## src/rtl/ex_mem_pkg.sv

```systemverilog
// Shared types for the execute-to-memory stage: branch op encoding,
// buffer FSM states, the buffered entry layout and the branch resolver.
package ex_mem_pkg;

    localparam int EM_WIDTH  = 16;
    localparam int EM_REG_AW = 3;

    typedef enum logic [1:0] {
        BR_NONE = 2'b00,
        BR_EQ   = 2'b01,
        BR_LT   = 2'b10,
        BR_GT   = 2'b11
    } br_op_t;

    typedef enum logic [1:0] {
        EMPTY = 2'b00,
        ONE   = 2'b01,
        FULL  = 2'b10
    } state_t;

    typedef struct packed {
        logic [EM_WIDTH-1:0]  result;
        logic                 cout;
        logic [EM_REG_AW-1:0] dest;
        logic                 wr_en;
    } entry_t;

    // Branch outcome from the ALU comparison flags.
    function automatic logic br_resolve(input br_op_t op, input logic eq,
                                        input logic lt, input logic gt);
        logic taken;
        taken = 1'b0;
        case (op)
            BR_EQ:   taken = eq;
            BR_LT:   taken = lt;
            BR_GT:   taken = gt;
            default: taken = 1'b0;
        endcase
        return taken;
    endfunction

endpackage

```

## src/rtl/ex_mem_skid.sv

```systemverilog
// Two-entry in-order buffer. Head register drives the outputs directly;
// the tail only holds a beat that arrived while the head was stalled.
module ex_mem_skid
    import ex_mem_pkg::*;
(
    input  logic   clk,
    input  logic   rst_n,
    input  logic   i_flush,
    input  logic   i_push,
    input  logic   i_pop,
    input  entry_t i_entry,
    output logic   o_in_ready,
    output logic   o_out_valid,
    output entry_t o_head
);

    state_t r_state;
    entry_t r_head;
    entry_t r_tail;
    logic   r_in_ready;
    logic   r_out_valid;

    // Buffer FSM; ready/valid are registered from the next state.
    always_ff @(posedge clk or negedge rst_n) begin
        if (!rst_n) begin
            r_state     <= EMPTY;
            r_head      <= '0;
            r_tail      <= '0;
            r_in_ready  <= 1'b1;
            r_out_valid <= 1'b0;
        end else if (i_flush) begin
            r_state     <= EMPTY;
            r_in_ready  <= 1'b1;
            r_out_valid <= 1'b0;
        end else begin
            case (r_state)
                EMPTY: begin
                    if (i_push) begin
                        r_head      <= i_entry;
                        r_state     <= ONE;
                        r_out_valid <= 1'b1;
                    end
                end
                ONE: begin
                    if (i_push && i_pop) begin
                        r_head <= i_entry;
                    end else if (i_push) begin
                        r_tail     <= i_entry;
                        r_state    <= FULL;
                        r_in_ready <= 1'b0;
                    end else if (i_pop) begin
                        r_state     <= EMPTY;
                        r_out_valid <= 1'b0;
                    end
                end
                FULL: begin
                    // in_ready is low here, so only a pop can happen.
                    if (i_pop) begin
                        r_head     <= r_tail;
                        r_state    <= ONE;
                        r_in_ready <= 1'b1;
                    end
                end
                default: begin
                    r_state     <= EMPTY;
                    r_in_ready  <= 1'b1;
                    r_out_valid <= 1'b0;
                end
            endcase
        end
    end

    assign o_in_ready  = r_in_ready;
    assign o_out_valid = r_out_valid;
    assign o_head      = r_head;

endmodule

```

## src/rtl/ex_mem_stage.sv

```systemverilog
// EX/MEM pipeline stage: captures the ALU beat, resolves branches,
// raises a sticky overflow trap and buffers results behind valid/ready.
module ex_mem_stage
    import ex_mem_pkg::*;
#(
    parameter int WIDTH  = EM_WIDTH,
    parameter int REG_AW = EM_REG_AW
) (
    input  logic              clk,
    input  logic              rst_n,
    input  logic              in_valid,
    output logic              in_ready,
    input  logic [WIDTH-1:0]  alu_out,
    input  logic              alu_cout,
    input  logic              alu_lt,
    input  logic              alu_eq,
    input  logic              alu_gt,
    input  logic              alu_v,
    input  logic [REG_AW-1:0] in_dest,
    input  logic              in_wr_en,
    input  logic [1:0]        in_br_op,
    input  logic              in_trap_en,
    input  logic              flush,
    input  logic              trap_clr,
    output logic              out_valid,
    input  logic              out_ready,
    output logic [WIDTH-1:0]  out_result,
    output logic              out_cout,
    output logic [REG_AW-1:0] out_dest,
    output logic              out_wr_en,
    output logic              br_taken,
    output logic              ovf_trap,
    output logic              fwd_valid,
    output logic [REG_AW-1:0] fwd_dest,
    output logic [WIDTH-1:0]  fwd_data
);

    logic   w_push;
    logic   w_pop;
    logic   w_taken;
    logic   w_trap_evt;
    logic   w_is_branch;
    entry_t w_in_entry;
    entry_t w_head;
    logic   r_br_taken;
    logic   r_ovf_trap;

    assign w_push      = in_valid & in_ready & ~flush;
    assign w_pop       = out_valid & out_ready;
    assign w_is_branch = (br_op_t'(in_br_op) != BR_NONE);
    assign w_taken     = br_resolve(br_op_t'(in_br_op), alu_eq, alu_lt, alu_gt);
    assign w_trap_evt  = w_push & alu_v & in_trap_en;

    // Branches and trapping beats must never reach the register file.
    always_comb begin
        w_in_entry        = '0;
        w_in_entry.result = alu_out;
        w_in_entry.cout   = alu_cout;
        w_in_entry.dest   = in_dest;
        w_in_entry.wr_en  = in_wr_en & ~w_is_branch & ~(alu_v & in_trap_en);
    end

    ex_mem_skid u_skid (
        .clk         (clk),
        .rst_n       (rst_n),
        .i_flush     (flush),
        .i_push      (w_push),
        .i_pop       (w_pop),
        .i_entry     (w_in_entry),
        .o_in_ready  (in_ready),
        .o_out_valid (out_valid),
        .o_head      (w_head)
    );

    // One-cycle taken pulse for the beat accepted on the previous edge.
    always_ff @(posedge clk or negedge rst_n) begin
        if (!rst_n) r_br_taken <= 1'b0;
        else        r_br_taken <= w_push & w_taken;
    end

    // Sticky trap; a new overflow beats a same-cycle clear.
    always_ff @(posedge clk or negedge rst_n) begin
        if (!rst_n)          r_ovf_trap <= 1'b0;
        else if (w_trap_evt) r_ovf_trap <= 1'b1;
        else if (trap_clr)   r_ovf_trap <= 1'b0;
    end

    assign br_taken   = r_br_taken;
    assign ovf_trap   = r_ovf_trap;
    assign out_result = w_head.result;
    assign out_cout   = w_head.cout;
    assign out_dest   = w_head.dest;
    assign out_wr_en  = w_head.wr_en;
    assign fwd_valid  = out_valid & w_head.wr_en;
    assign fwd_dest   = w_head.dest;
    assign fwd_data   = w_head.result;

endmodule

```

## config.mk

```make
export PLATFORM = sky130hd
export DESIGN_NAME = ex_mem_stage
export DESIGN_NICKNAME = d
export VERILOG_FILES = /design/src/rtl/ex_mem_pkg.sv /design/src/rtl/ex_mem_skid.sv /design/src/rtl/ex_mem_stage.sv
export SDC_FILE = /design/constraint.sdc
export NUM_CORES = 1
export LEC_CHECK = 0
export CORE_ASPECT_RATIO = 1.75
export CORE_MARGIN = 4
export CORE_UTILIZATION = 40
export CTS_CLUSTER_DIAMETER = 150
export DETAILED_ROUTE_END_ITERATION = 16
export GPL_TIMING_DRIVEN = 0
export PLACE_DENSITY = 0.71
export RECOVER_POWER = 50
export SLEW_MARGIN = 0
export SYNTH_ARGS = -nofsm -noshare
export SYNTH_HDL_FRONTEND = slang
export SYNTH_SLANG_ARGS = --single-unit
```

## constraint.sdc

```tcl
create_clock -name clk -period 2 [get_ports clk]
set_input_delay 0.5 -clock clk [delete_from_list [all_inputs] [get_ports clk]]
set_output_delay 0.5 -clock clk [all_outputs]
set_load 0.02 [all_outputs]
```

==> key figures <==
Run status
  • Status: completed

Floorplanning
  • Die area: 0.00735 mm2
  • Die Y: around 110 um
  • Row count: 37
  • Horiz. Die Dim: 66.6 um
  • Core Box Area: ~0.006 mm2
  • I/O pin cnt: 79
  • Starting utilization of the core area: 0.408

Setup path
  • Worst r2r src: u_skid.o_in_ready
  • Required time of the critical path: about 1.5 ns
  • Slowest cell on crit path: clkdlybuf4s50_1
  • R2r setup slk: 0.35 ns
  • Crit path launch type: flop
  • Critical path cell sequence: buf_4 -> clkdlybuf4s50_1
  • Crit path buf inv count: 2
  • Max incr delay on CP: between 0.5 and 0.6 ns
  • R2R cell count: 4
  • CP Class: reg -> out
  • Critical Path Sink Type: output pin
  • Crit Reg-Reg Endpoint: u_skid.r_tail[9]
  • Worst setup path startpoint: u_skid.o_head[8]
  • Levels on crit path: 2
  • CP top delay family: buffers and inverters
  • Critical path peak fanout: 3
  • CP arrival: around 1.4 ns

Clocking
  • Num CTS Buffers: 5
  • Clock Pin Slew Worst Setup and Hold Paths: approximately 0.090 ns
  • H-tree Lvls: 2
  • CTS tree: done
  • Clock buffer depth: 2
  • Clock root cell: clkbuf_8
  • Clk_lat worst skew: around 0.30 ns
  • Sink Count: 48
  • Post-CTS Hold Fix Bufs: 0

STA
  • Fmax: 518 MHz
  • RSZ-0062 raised after global routing: no
  • Worst setup margin: between 0.06 and 0.07 ns
  • Final period util: 0.966
  • Max-slew violations: 0
  • Setup violators final: 0
  • Max-slew headroom: 0.330
  • Min Tclk post-route: 1.93 ns
  • Layout Skew: approximately 0.013 ns
  • Setup TNS: 0 ns
  • Fin. Hold Viols: 0
  • Worst Tran Pin Value: just over 1 ns
  • Fin Hold WS: 0.117 ns

Power
  • Sequential Power Share: 0.352
  • Pwr Density: ~1500 mW/mm2
  • Leak: around 1.4 nW
  • Internal Power: roughly 3.2 mW
  • Sw Ratio: 0.352
  • Clk pwr share: 0.122
  • Final Power: 4.97 mW
  • Net Switching: ~1.7 mW
  • Comb power frac: 0.526
  • Max IR drop VDD: 0.000515 V

Detailed routing
  • Routed WL per cell: 15.3 um
  • Remaining DRCs: 0
  • DR pass1 iterations: 4
  • Vias per cell: around 5.1
  • Antenna-violating nets left: 0
  • Vias: approximately 1800
  • WL final: ~5300 um
  • Initial DRC Count: 54

Placed design
  • I/O Buffers: just under 80
  • DP HPWL: between 3000 and 4000 um
  • Dpl cell area: roughly 0.0033 mm2
  • Placed cells: ~340
  • Gpl congestion: 0.719
  • Dpl ws: -0.0889 ns

Global routing
  • Initial antenna violation count: 0
  • Overall Global Routing Usage: 0.152
  • Grt ovf: 0
  • Vias in the first global route: about 1800
  • First-pass GRT wire length: a little under 9000 um
  • Pin count of the biggest net entering global routing: 41

Logic synthesis
  • Ys async rst share: 1.00
  • Sequential area share after synthesis: 0.501
  • Post-synth EDFFs: 0
  • Seq cells post-synth: 48
  • Netlist Area Pre-Place: around 0.0024 mm2
  • Syn_nets: between 200 and 250
  • Synth Instances: approximately 180
  • Yosys Warn Count: 0
  • Dominant synthesized flop cell: dfrtp_1
  • Biggest area consumer among synthesized cells: dfrtp_1
  • Synth cell types: 37
  • Avg Cell Area, Syn: ~13 um2
  • Area contributors post-synth: dfrtp_1 49%, a2bb2oi_2 13%, mux2_2 9.4%
  • Synth top area share: 0.490

Layout
  • Finished Cell Area: 0.00337 mm2
  • N_diodes: 0
  • Commonest non-fill, non-tap cell in the layout: clkdlybuf4s50_1
  • Most frequent cells in the layout: 71 x clkdlybuf4s50_1, 46 x dfrtp_1
  • Core Util, Final: 0.573
  • Area grow syn2layout: 40.2%
  • Final cell count without fillers: 347
  • Layout cell share with drive strength beyond 1: 0.320
  • Net count, final: a little over 300

Hold path
  • Hold/Removal Path Class: in -> async

Job
  • Max-cap viol count: 0
[state kept, by name, summed over array words and instances (netlist names)]
signal and flops:
br_taken 1, ovf_trap 1, u_skid.o_in_ready 1, u_skid.r_tail 21, u_skid.o_out_valid 1, u_skid.r_state 2
u_skid.o_head 21
[layer usage]
metal / wire length [um] / up-vias / part of all wire / global-route usage
met3: 217 / 7 / 0.041 / 0.0315
met1: 2040 / 864 / 0.39 / 0.170
met5: 0 / - / 0 / 0
met4: 99 / 0 / 0.019 / 0.0543
li1: - / 842 / - / -
met2: 2940 / 48 / 0.55 / 0.273
[cell families after synthesis]
kind of cell / after synthesis / share of synthesized area
AOI/OAI and AO/OA: 58 / 0.242
DFF: 48 / 0.501
and+or+nand+nor: 19 / 0.0568
muxes: 22 / 0.103
buffers and inverters: 34 / 0.0969
[power by group through the flow]
| stage | logic [mW] | registers, mW | clock network [mW] |
|---|---|---|---|
| finish | 2.61 | 1.75 | 0.607 |
| global route | 2.77 | 1.81 | 0.671 |
| CTS | 2.66 | 1.76 | 0.621 |
| detailed placement | 2.66 | 1.77 | 0 |
| global placement | 2.61 | 1.75 | 0 |
| floorplan | 1.33 | 1.98 | 0 |
[worst max path at each step]
stage / end / slack (ns)
floorplan: u_skid.r_tail[11] / 0.46
global route: u_skid.o_head[10] / 0.02
global placement: u_skid.r_tail[5] / -0.94
detailed placement: u_skid.o_head[10] / -0.09
CTS: out_result[13] / 0.05
finish: out_result[3] / 0.07
[synthesized netlist by cell type (3+ instances only)]
library cell  number
nand2_1            5
dfrtp_1           47
a21oi_1            4
buf_4             19
mux2_2            20
clkbuf_1           4
o22ai_1           20
buf_2              3
buf_6              4
nor2_1             4
a2bb2oi_2         20
inv_1              3
[layout make-up]
cell class,count,area [um2]
fill,520,2510
multi-input combinational,99,958
clock inverter,2,13.8
clock buffer,6,82.6
sequential,48,1200
tap,78,97.6
timing repair buffer,80,778
inverter,3,11.3
buffer,31,221
[repair_timing]
| item | in CTS | in global routing |
|---|---|---|
| resized for setup | 3 | 1 |
| pin swaps | 0 | 0 |
| endpoints found under the setup margin | 2 | 2 |
| buffers inserted | 0 | 1 |
No activity file was read; power rests on OpenSTA's default activity.
==> RTL change, RTL diff (config.mk and constraints unchanged) <==
The 3 states of `state_t` get a one-hot encoding in 3 bits.
--- a/src/rtl/ex_mem_pkg.sv
+++ b/src/rtl/ex_mem_pkg.sv
@@ -14,6 +14,6 @@
 
-    typedef enum logic [1:0] {
-        EMPTY = 2'b00,
-        ONE   = 2'b01,
-        FULL  = 2'b10
+    typedef enum logic [2:0] {
+        EMPTY = 3'b001,
+        ONE   = 3'b010,
+        FULL  = 3'b100
     } state_t;
Formal check against the unedited RTL: same outputs for any inputs over 10 cycles, from zero or initial values and one cycle with rst_n low; not proved beyond that.
==> RTL change against the unedited design <==
- the run now ends with max-capacitance violations, max-slew violations left
- design area grew 8.4%
- sequential cell count grew 1
- routed wire length grew 0.81%
- worst setup slack lost 0.028 ns
- synthesized area grew 6.0%
- total power shrank 28%
- cell count grew 2.3%
==> RTL change: results (changes against the unedited design) <==
fin cells 355 (+2.3%); share of cells above drive strength 1 43.64% (+12 points); n_diodes 0 (unchanged); Worst Max-Slew Pin Slew 1.707 ns (+0.7018 ns); Psw 0.001065 W (-39%); Post-Syn Nets 217 (+0.93%); Max FO, Critical Path 10 (+7); maximum vdd drop 0.0009336 V (+81%); largest net degree at the start of global routing 30 (-27%); max_cap viols 1 (+1); worst reg2reg path depth 6 (+2); vias in the first global route 1720 (-6.3%); status complete, but fails checks; reg2reg end u_skid.o_head[12]; worst skew pair latency 0.30 ns (about the same); total track usage 14.18% (-1.0 points); crit path DAT 2.15 ns (+0.72 ns); R2R Path Start u_skid.r_state[0]; CTS buffer count 5 (unchanged); Synth Flop Type dfrtp_1; warnings from Yosys 0 (unchanged); GPL Wtd Cong 0.7642 (+6.3%); DP HPWL 3962 microns (+1.6%); first-pass GRT wire length 8266 microns (-5.4%); clock buffer depth 2 (unchanged); WL final 5337 microns (+0.81%); Leak 1.659 nW (+20%); Root Driver clkbuf_8; PortBufs 77 (-1.3%); CTS H-tree lvls 2 (unchanged); final net count 308 (+2.0%); Initial DRC Count 31 (-43%); placed cells 341 (+0.89%); # fillers 541 (+4.0%); syn_area_per_cell 13.91 sq um (+4.9%); clock-pin transition on the worst setup and hold timing paths 0.09 ns (about the same); hold depth 2; vias per inst 4.777 (-5.9%); router iterations before antenna repair 5 (+1); worst slack at placement -0.4379 ns (-0.3490 ns); largest cells by area after synthesis dfrtp_1 46%, mux2_2 19%, mux2_4 12%, buf_4 6.5%, dfstp_2 2.1%; Netlist cell types 38 (+2.7%); r2r setup slk 0.05 ns (-0.30 ns); post-synth top area share 46.19% (-2.8 points); min-delay src flush; hold worst-path end u_skid.o_out_valid; post-synthesis sequential area ratio 48.26% (-1.8 points); failing checks max-capacitance violations, max-slew violations; async set or reset register ratio after synthesis 100.0% (unchanged); Final Skew 0.005239 ns (-0.007671 ns); Hold Crit Class in -> reg; Final Max Tran Viols 29 (+29); synth cell count leaders 47 x dfrtp_1, 42 x mux2_2, 22 x buf_4
## RTL change: area by class of cell
| cell class | instances | area, sq um | share of cell area [%] |
|---|---|---|---|
| inverter | 2 | 7.507 | 0.2056 |
| multi-input combinational | 105 | 1117 | 30.60 |
| tap | 80 | 100.1 | 2.742 |
| timing repair buffer | 84 | 840.8 | 23.03 |
| clock buffer | 6 | 82.58 | 2.262 |
| sequential | 49 | 1229 | 33.65 |
| buffer | 27 | 236.5 | 6.477 |
| clock inverter | 2 | 37.54 | 1.028 |
## RTL change: how the worst max path moves through the flow
stage,slack [ns],startpoint,endpoint
6_report,0.04,in_valid,u_skid.r_tail[10]
5_1_grt,-0.007,u_skid.r_state[0],u_skid.o_head[12]
4_1_cts,-0.005,in_valid,u_skid.r_tail[3]
3_5_place_dp,-0.44,in_valid,u_skid.r_tail[3]
3_3_place_gp,-1.07,rst_n,u_skid.o_head[8]
2_1_floorplan,0.17,u_skid.r_state[0],u_skid.o_head[0]
## RTL change: kinds of logic (layout without fill, tap and decap cells)
group / after synthesis / count (layout) / share of synthesized area [%]
simple gates: 23 / 23 / 6.388
buf+inv: 29 / 121 / 8.845
mux: 64 / 64 / 31.15
compound gates: 18 / 18 / 5.357
flops: 49 / 49 / 48.26
## RTL change: metrics by stage
| stage | instance area (sq um) | hold slack, ns |
|---|---|---|
| after floorplan | 2546 | 0.2044 |
| after global placement | 3417 | 0.4828 |
| after detailed placement | 3440 | 0.4938 |
| after CTS | 3562 | 0.2615 |
| after global routing | 3651 | 0.4390 |
| final | 3651 | 0.4276 |
## RTL change: power groups by stage
| stage | clock network [W] | logic, W | registers [W] |
|---|---|---|---|
| floorplan | 0 | 0.000679 | 0.00150 |
| global placement | 0 | 0.00144 | 0.00137 |
| detailed placement | 0 | 0.00146 | 0.00137 |
| CTS | 0.000754 | 0.00147 | 0.00136 |
| global route | 0.000787 | 0.00155 | 0.00139 |
| finish | 0.000736 | 0.00147 | 0.00135 |
## RTL change: timing repair
item	in CTS	in global routing
endpoints found under the hold margin	0	0
setup buffers	0	4
resized for setup	1	13
setup endpoints to repair	38	39
cloned	0	2
## RTL change: worst max-delay path, cell delays in order
cell and delay (ns):
clkdlybuf4s50_1 0.56, nand2_4 0.13, nor4b_4 0.26, buf_4 0.19, buf_6 0.16, mux2_2 0.34
## RTL change: routing by layer
metal  vias up  track usage, %  part of all wire (%)
met4         0           5.578                   1.8
met3         7           2.562                   4.1
met2        35           25.32                    57
met5         -               0                     0
met1       847           16.06                    37
li1        807               -                     -
